**src/rtl/encoder_16to4_reg.sv**
```systemverilog
// Registered 16-to-4 priority encoder. The highest set bit of d wins.
// valid flags any set bit and multi flags two or more set bits; all outputs have one cycle of latency.
module encoder_16to4_reg (
   input  logic        clk,
   input  logic        rst,
   input  logic [15:0] d,
   output logic [3:0]  o,
   output logic        valid,
   output logic        multi
);

   logic [3:0] o_q, o_d;
   logic       valid_q, valid_d;
   logic       multi_q, multi_d;

   // Ascending scan so the last hit (highest index) sets o_d. A hit while
   // valid_d is already set means a second bit is present, which is a true two-hot detect.
   always_comb begin
      o_d     = 4'd0;
      valid_d = 1'b0;
      multi_d = 1'b0;
      for (int k = 0; k < 16; k++) begin
         if (d[k]) begin
            multi_d = multi_d | valid_d;
            valid_d = 1'b1;
            o_d     = 4'(k);
         end
      end
   end

   always_ff @(posedge clk or posedge rst) begin
      if (rst) begin
         o_q     <= 4'd0;
         valid_q <= 1'b0;
         multi_q <= 1'b0;
      end else begin
         o_q     <= o_d;
         valid_q <= valid_d;
         multi_q <= multi_d;
      end
   end

   assign o     = o_q;
   assign valid = valid_q;
   assign multi = multi_q;

endmodule

```
**config.mk**
```make
export PLATFORM = sky130hd
export DESIGN_NAME = encoder_16to4_reg
export DESIGN_NICKNAME = d
export VERILOG_FILES = /design/src/rtl/encoder_16to4_reg.sv
export SDC_FILE = /design/constraint.sdc
export NUM_CORES = 1
export LEC_CHECK = 0
export ABC_AREA = 1
export CELL_PAD_IN_SITES_DETAIL_PLACEMENT = 0
export CELL_PAD_IN_SITES_GLOBAL_PLACEMENT = 1
export CORE_MARGIN = 4
export CORE_UTILIZATION = 25
export DETAILED_ROUTE_END_ITERATION = 6
export PLACE_DENSITY = 0.77
export SLEW_MARGIN = 20
export SYNTH_ARGS = -nofsm -noshare
export SYNTH_HDL_FRONTEND = slang
export SYNTH_SLANG_ARGS = --single-unit
```
**constraint.sdc**
```tcl
create_clock -name clk -period 1.2 [get_ports clk]
set_clock_uncertainty 0.2 [all_clocks]
set_input_delay 0.36 -clock clk [delete_from_list [all_inputs] [get_ports clk]]
set_output_delay 0.36 -clock clk [all_outputs]
set_load 0.05 [all_outputs]
```
# --- Word level (Yosys, flattened, before mapping) ---
# Cells that the tools add are included.
classes:
  shifts: 0
  bitwise: 14
  multipliers: 0
  add_sub_neg: 0
  order_cmp: 0
  reduce_logical: 0
  n_eq_ne: 0
  n_div: 0
  mux: 46
ops:
  columns: ["cell", "count"]
  rows:
  - ["4-bit 2-to-1 mux", 14]
  - ["1-bit 2-to-1 mux", 32]
  - ["1-bit OR", 14]
word_totals:
  in_bits: 18
  ff_bits: 6
  elab_cells: 63
  mem_bits_ro: 0
  n_memories: 0
  output_inout_bits: 6
  mem_bits_rw: 0
  latch_bits: 0

# --- Longest topological paths before layout ---
# Gate-level depths: netlist (run 1).
logic_depth:
  depth_word: 30
  mapped_depth: 13
  depth_no_buf: 13

# --- Worst setup path after synthesis (run 1) ---
# Ideal clock, no wire load.
synth_path:
  path_type: "in2reg"
  from: "in d[7]"
  to: "reg multi_q (netlist: multi)"
  path_slack_ns: -0.063
  path_buffers: 0
  stages: 7
  t_arrival_ns: 0.936
  t_required_ns: 0.874
  setup_time_ns: 0.126
  cell_sequence: "nor2_1 inv_1 nor2_2 and3_1 o21ai_1 nand2_1 nand3_1"
synth_via:
  elab_chain_len: 17
  word_cells_on_any_way: 25
  classes_between: "mux: 17; bitwise: 8"
synth_rtl:
  columns: ["item", "line_no", "rtl"]
  rows:
  - ["start: declaration", "6", "input logic [15:0] d,"]
  - ["1-bit 2-to-1 mux", "23", "if (d[k]) begin"]
  - ["1-bit OR", "24", "multi_d = multi_d | valid_d;"]
  - ["1-bit 2-to-1 mux", "23", null]
  - ["1-bit OR", "24", null]
  - ["1-bit 2-to-1 mux", "23", null]
  - ["1-bit OR", "24", null]
  - ["1-bit 2-to-1 mux", "23", null]
  - ["1-bit OR", "24", null]
  - ["[2 not listed]", null, null]
  - ["1-bit 2-to-1 mux", "23", null]
  - ["1-bit OR", "24", null]
  - ["1-bit 2-to-1 mux", "23", null]
  - ["1-bit OR", "24", null]
  - ["1-bit 2-to-1 mux", "23", null]
  - ["1-bit OR", "24", null]
  - ["1-bit 2-to-1 mux (*)", "23", null]
  - ["net multi_d", "14", "logic multi_q, multi_d;"]
  - ["end signal: assignment", "39", "multi_q <= multi_d;"]
  - ["end: declaration", "14", null]
# Mark *: on every way through the listed nets, which the timed path passes. The rest lies on a longest branch.

# --- Final worst setup path (run 1) ---
layout_path:
  from: "reg multi_q (netlist: multi)"
  to: "out multi"
layout_lines:
  columns: ["item", "line_no", "rtl"]
  rows:
  - ["end: declaration", "9", "output logic multi"]
# No word-level cell between the ends.

==> impl_metrics.xml, run 1 <==
<?xml version="1.0" encoding="UTF-8"?>
<metrics>
  <group name="clock_network">
    <metric name="clock_pin_slew_on_the_worst_setup_and_hold_paths" unit="ps">40</metric>
    <metric name="numCtsBuffers" unit="">3</metric>
    <metric name="clock_tree.root_cell" unit="">sky130_fd_sc_hd__clkbuf_4</metric>
    <metric name="cts_buffer_depth" unit="">2</metric>
    <metric name="h_tree_level_count" unit="">1</metric>
    <metric name="tritoncts" unit="">yes</metric>
    <metric name="clock_sinks" unit="">6</metric>
  </group>
  <group name="synth">
    <metric name="synth.top_cell.area_share" unit="%">34.48</metric>
    <metric name="seq_area_frac_synth" unit="%">34.48</metric>
    <metric name="count_of_state_elements_after_synthesis" unit="">6</metric>
    <metric name="yosys.area.top_type" unit="">sky130_fd_sc_hd__dfrtp_1</metric>
    <metric name="syn_area" unit="um2">435.4</metric>
    <metric name="post_synth_num_cell_types" unit="">17</metric>
    <metric name="synthesis.nets" unit="">89</metric>
    <metric name="mapped_cells" unit="">71</metric>
    <metric name="syn-mean-instance-area" unit="um2">6.133</metric>
    <metric name="yosys-top-cells-area" unit="">sky130_fd_sc_hd__dfrtp_1, sky130_fd_sc_hd__nand2_1, sky130_fd_sc_hd__inv_1</metric>
    <metric name="synth.yosys.warnings" unit="">0</metric>
  </group>
  <group name="routing">
    <metric name="routed_wire_length_per_instance" unit="um">9.774</metric>
    <metric name="routed_wirelength" unit="um">1124</metric>
    <metric name="drt_first_pass_iters" unit="">4</metric>
    <metric name="drt-initial-drc-count" unit="">7</metric>
    <metric name="detail-route-antenna-nets" unit="">0</metric>
    <metric name="num_vias" unit="">534</metric>
    <metric name="drc_errors" unit="">0</metric>
    <metric name="post_drt_via_cell_ratio" unit="">4.643</metric>
  </group>
  <group name="placement">
    <metric name="hpwl_after_dpl" unit="um">983.8</metric>
    <metric name="place_ws" unit="ps">-693.3</metric>
    <metric name="place_congestion" unit="">0.7051</metric>
    <metric name="buffer_ports.inserted" unit="">23</metric>
  </group>
  <group name="finish">
    <metric name="layout-drive-gt1-share" unit="%">39.39</metric>
    <metric name="n_fill_cell" unit="">174</metric>
    <metric name="num-nets-final" unit="">119</metric>
    <metric name="mostFrequentLayoutCells" unit="">sky130_fd_sc_hd__nand2_1, sky130_fd_sc_hd__dlygate4sd2_1, sky130_fd_sc_hd__inv_1</metric>
    <metric name="ff_latch_area" unit="um2">150.1</metric>
    <metric name="area.growth.synth_to_final" unit="%">85.06</metric>
    <metric name="multiInputGateArea" unit="um2">274.0</metric>
    <metric name="insertedDiodeCount" unit="">0</metric>
    <metric name="layout.cells.most_common" unit="">sky130_fd_sc_hd__nand2_1</metric>
  </group>
  <group name="floorplanning">
    <metric name="number_of_top_level_pins" unit="">24</metric>
    <metric name="core.rowCount" unit="">14</metric>
    <metric name="die_width" unit="um">49.74</metric>
    <metric name="core-area" unit="um2">1577</metric>
    <metric name="die-height" unit="um">49.74</metric>
    <metric name="initial_core_util" unit="%">27.62</metric>
    <metric name="dieArea" unit="um2">2474</metric>
  </group>
  <group name="sta">
    <metric name="final.hold.worst_slack" unit="ps">149.7</metric>
    <metric name="timing.final.max_slew_violations" unit="">0</metric>
    <metric name="setup-violations-final" unit="">7</metric>
    <metric name="setup-tns-final" unit="ps">-932.0</metric>
    <metric name="rsz0062_at_grt" unit="">yes</metric>
    <metric name="report.final.hold_viol_count" unit="">0</metric>
    <metric name="layout_worst_path_cycle_share" unit="%">112.0</metric>
    <metric name="finalWorstSetupSlack" unit="ps">-144.4</metric>
    <metric name="period_minus_slack" unit="ps">1344</metric>
    <metric name="max_slew.worst_pin.slew" unit="ps">220.8</metric>
    <metric name="fmax" unit="MHz">743.8</metric>
    <metric name="timing.max_slew.rel_slack" unit="%">85.14</metric>
  </group>
  <group name="global_routing">
    <metric name="grt_max_degree" unit="">7</metric>
    <metric name="globalRouteTotalUtil" unit="%">9.365</metric>
    <metric name="antenna_found_initial" unit="">0</metric>
    <metric name="first_global_vias" unit="">488</metric>
    <metric name="gr_ovfl_total" unit="">0</metric>
    <metric name="grt_first_pass_wirelength" unit="um">1863</metric>
  </group>
  <group name="hold_path">
    <metric name="worstHoldPathType" unit="">input pin to asynchronous set/reset pin</metric>
  </group>
  <group name="critical_path">
    <metric name="crit_path_end_kind" unit="">primary output</metric>
    <metric name="cp.buffers_inverters" unit="">1</metric>
    <metric name="max_stage_delay" unit="ps">390</metric>
    <metric name="path_max_fanout" unit="">1</metric>
    <metric name="criticalPathCategory" unit="">flop to primary output</metric>
    <metric name="worst-endpoint-arrival" unit="ps">780</metric>
    <metric name="critPathRequiredTime" unit="ps">640</metric>
    <metric name="critPathTopFamily" unit="">flip-flops</metric>
    <metric name="cp_cell_sequence" unit="">buf_12</metric>
    <metric name="worst_path_max_delay_cell" unit="">sky130_fd_sc_hd__dfrtp_1</metric>
    <metric name="crit_path_start_kind" unit="">flop</metric>
    <metric name="timing.critical_path.depth" unit="">1</metric>
  </group>
  <group name="status">
    <metric name="run_status" unit="">finished with violations</metric>
    <metric name="violations_in_the_final_reports" unit="">setup timing</metric>
  </group>
  <group name="power">
    <metric name="overall_power" unit="uW">568.6</metric>
    <metric name="irDropWorstVdd" unit="mV">0.3280</metric>
    <metric name="power-per-cell-area" unit="nW/um2">705.6</metric>
    <metric name="power.static_leakage" unit="nW">0.3976</metric>
  </group>
  <group name="run">
    <metric name="timing.max_cap.violations" unit="">0</metric>
  </group>
</metrics>
## state kept, by name, summed over array words and instances, names as in the netlist
| signal | count |
|---|---|
| valid | 1 |
| multi | 1 |
| o | 4 |
## area by class of cell
type | count | share of cell area, %
Clock buffer | 3 | 2.795
Sequential cell | 6 | 18.63
Multi-Input combinational cell | 50 | 34.01
Timing Repair Buffer | 25 | 35.09
Inverter | 15 | 6.988
Tap cell | 16 | 2.484
## per-stage QoR
step	util, %	cell area [um2]	cells
6_report	51.11	805.8	115
5_1_grt	51.11	805.8	115
4_1_cts	49.92	787.0	115
3_5_place_dp	48.57	765.7	111
3_3_place_gp	48.57	765.7	111
2_1_floorplan	-	447.9	71
## where the power goes
group / internal (mW) / switching (mW)
logic: 0.0849 / 0.0951
clock network: 0.113 / 0.0638
registers: 0.208 / 0.00395
total: 0.406 / 0.163
## synth_stat cells, drive strengths merged
cell	number
a21oi	4
o2111ai	1
dfrtp	6
a22oi	1
nand3	2
o211ai	1
nor2	9
or2	1
and3	1
o21ai	6
nand2	23
nor4	1
inv	15
## layer usage
| layer | part of all wire [%] | up-vias | track usage (%) |
|---|---|---|---|
| met5 | 0 | - | 0 |
| met4 | 0 | 0 | 2.765 |
| met3 | 8.1 | 0 | 3.313 |
| met2 | 52 | 23 | 16.08 |
| met1 | 40 | 232 | 10.81 |
| li1 | - | 279 | - |
## cells by family after synthesis
family          Yosys count  share of synthesized area (%)
compound gates           13                          17.82
flops                     6                          34.48
simple gates             37                          34.77
buf+inv                  15                          12.93
## path summary, 6_finish.rpt
path / start / endpoint / slack (ps)
setup / recovery: multi / multi / -140
hold / removal: rst / o[1] / 150
max in group asynchronous: rst / multi / 470
min in group clk: d[5] / multi / 220
## what timing repair did
item / CTS / global route
hold buffers: 0 / 0
setup buffers: 1 / 0
endpoints found under the setup margin: 12 / 9
pin swaps: 13 / 0
endpoints found under the hold margin: 0 / 0
gates resized for setup: 46 / 7
No activity file was read; power rests on OpenSTA's default activity.
==> run 2, diff against run 1 <==
Settings changed: CAP_MARGIN from default to 15.
==> results of run 2 <==
Final layout, timing and power as in run 1 (identical DEF).
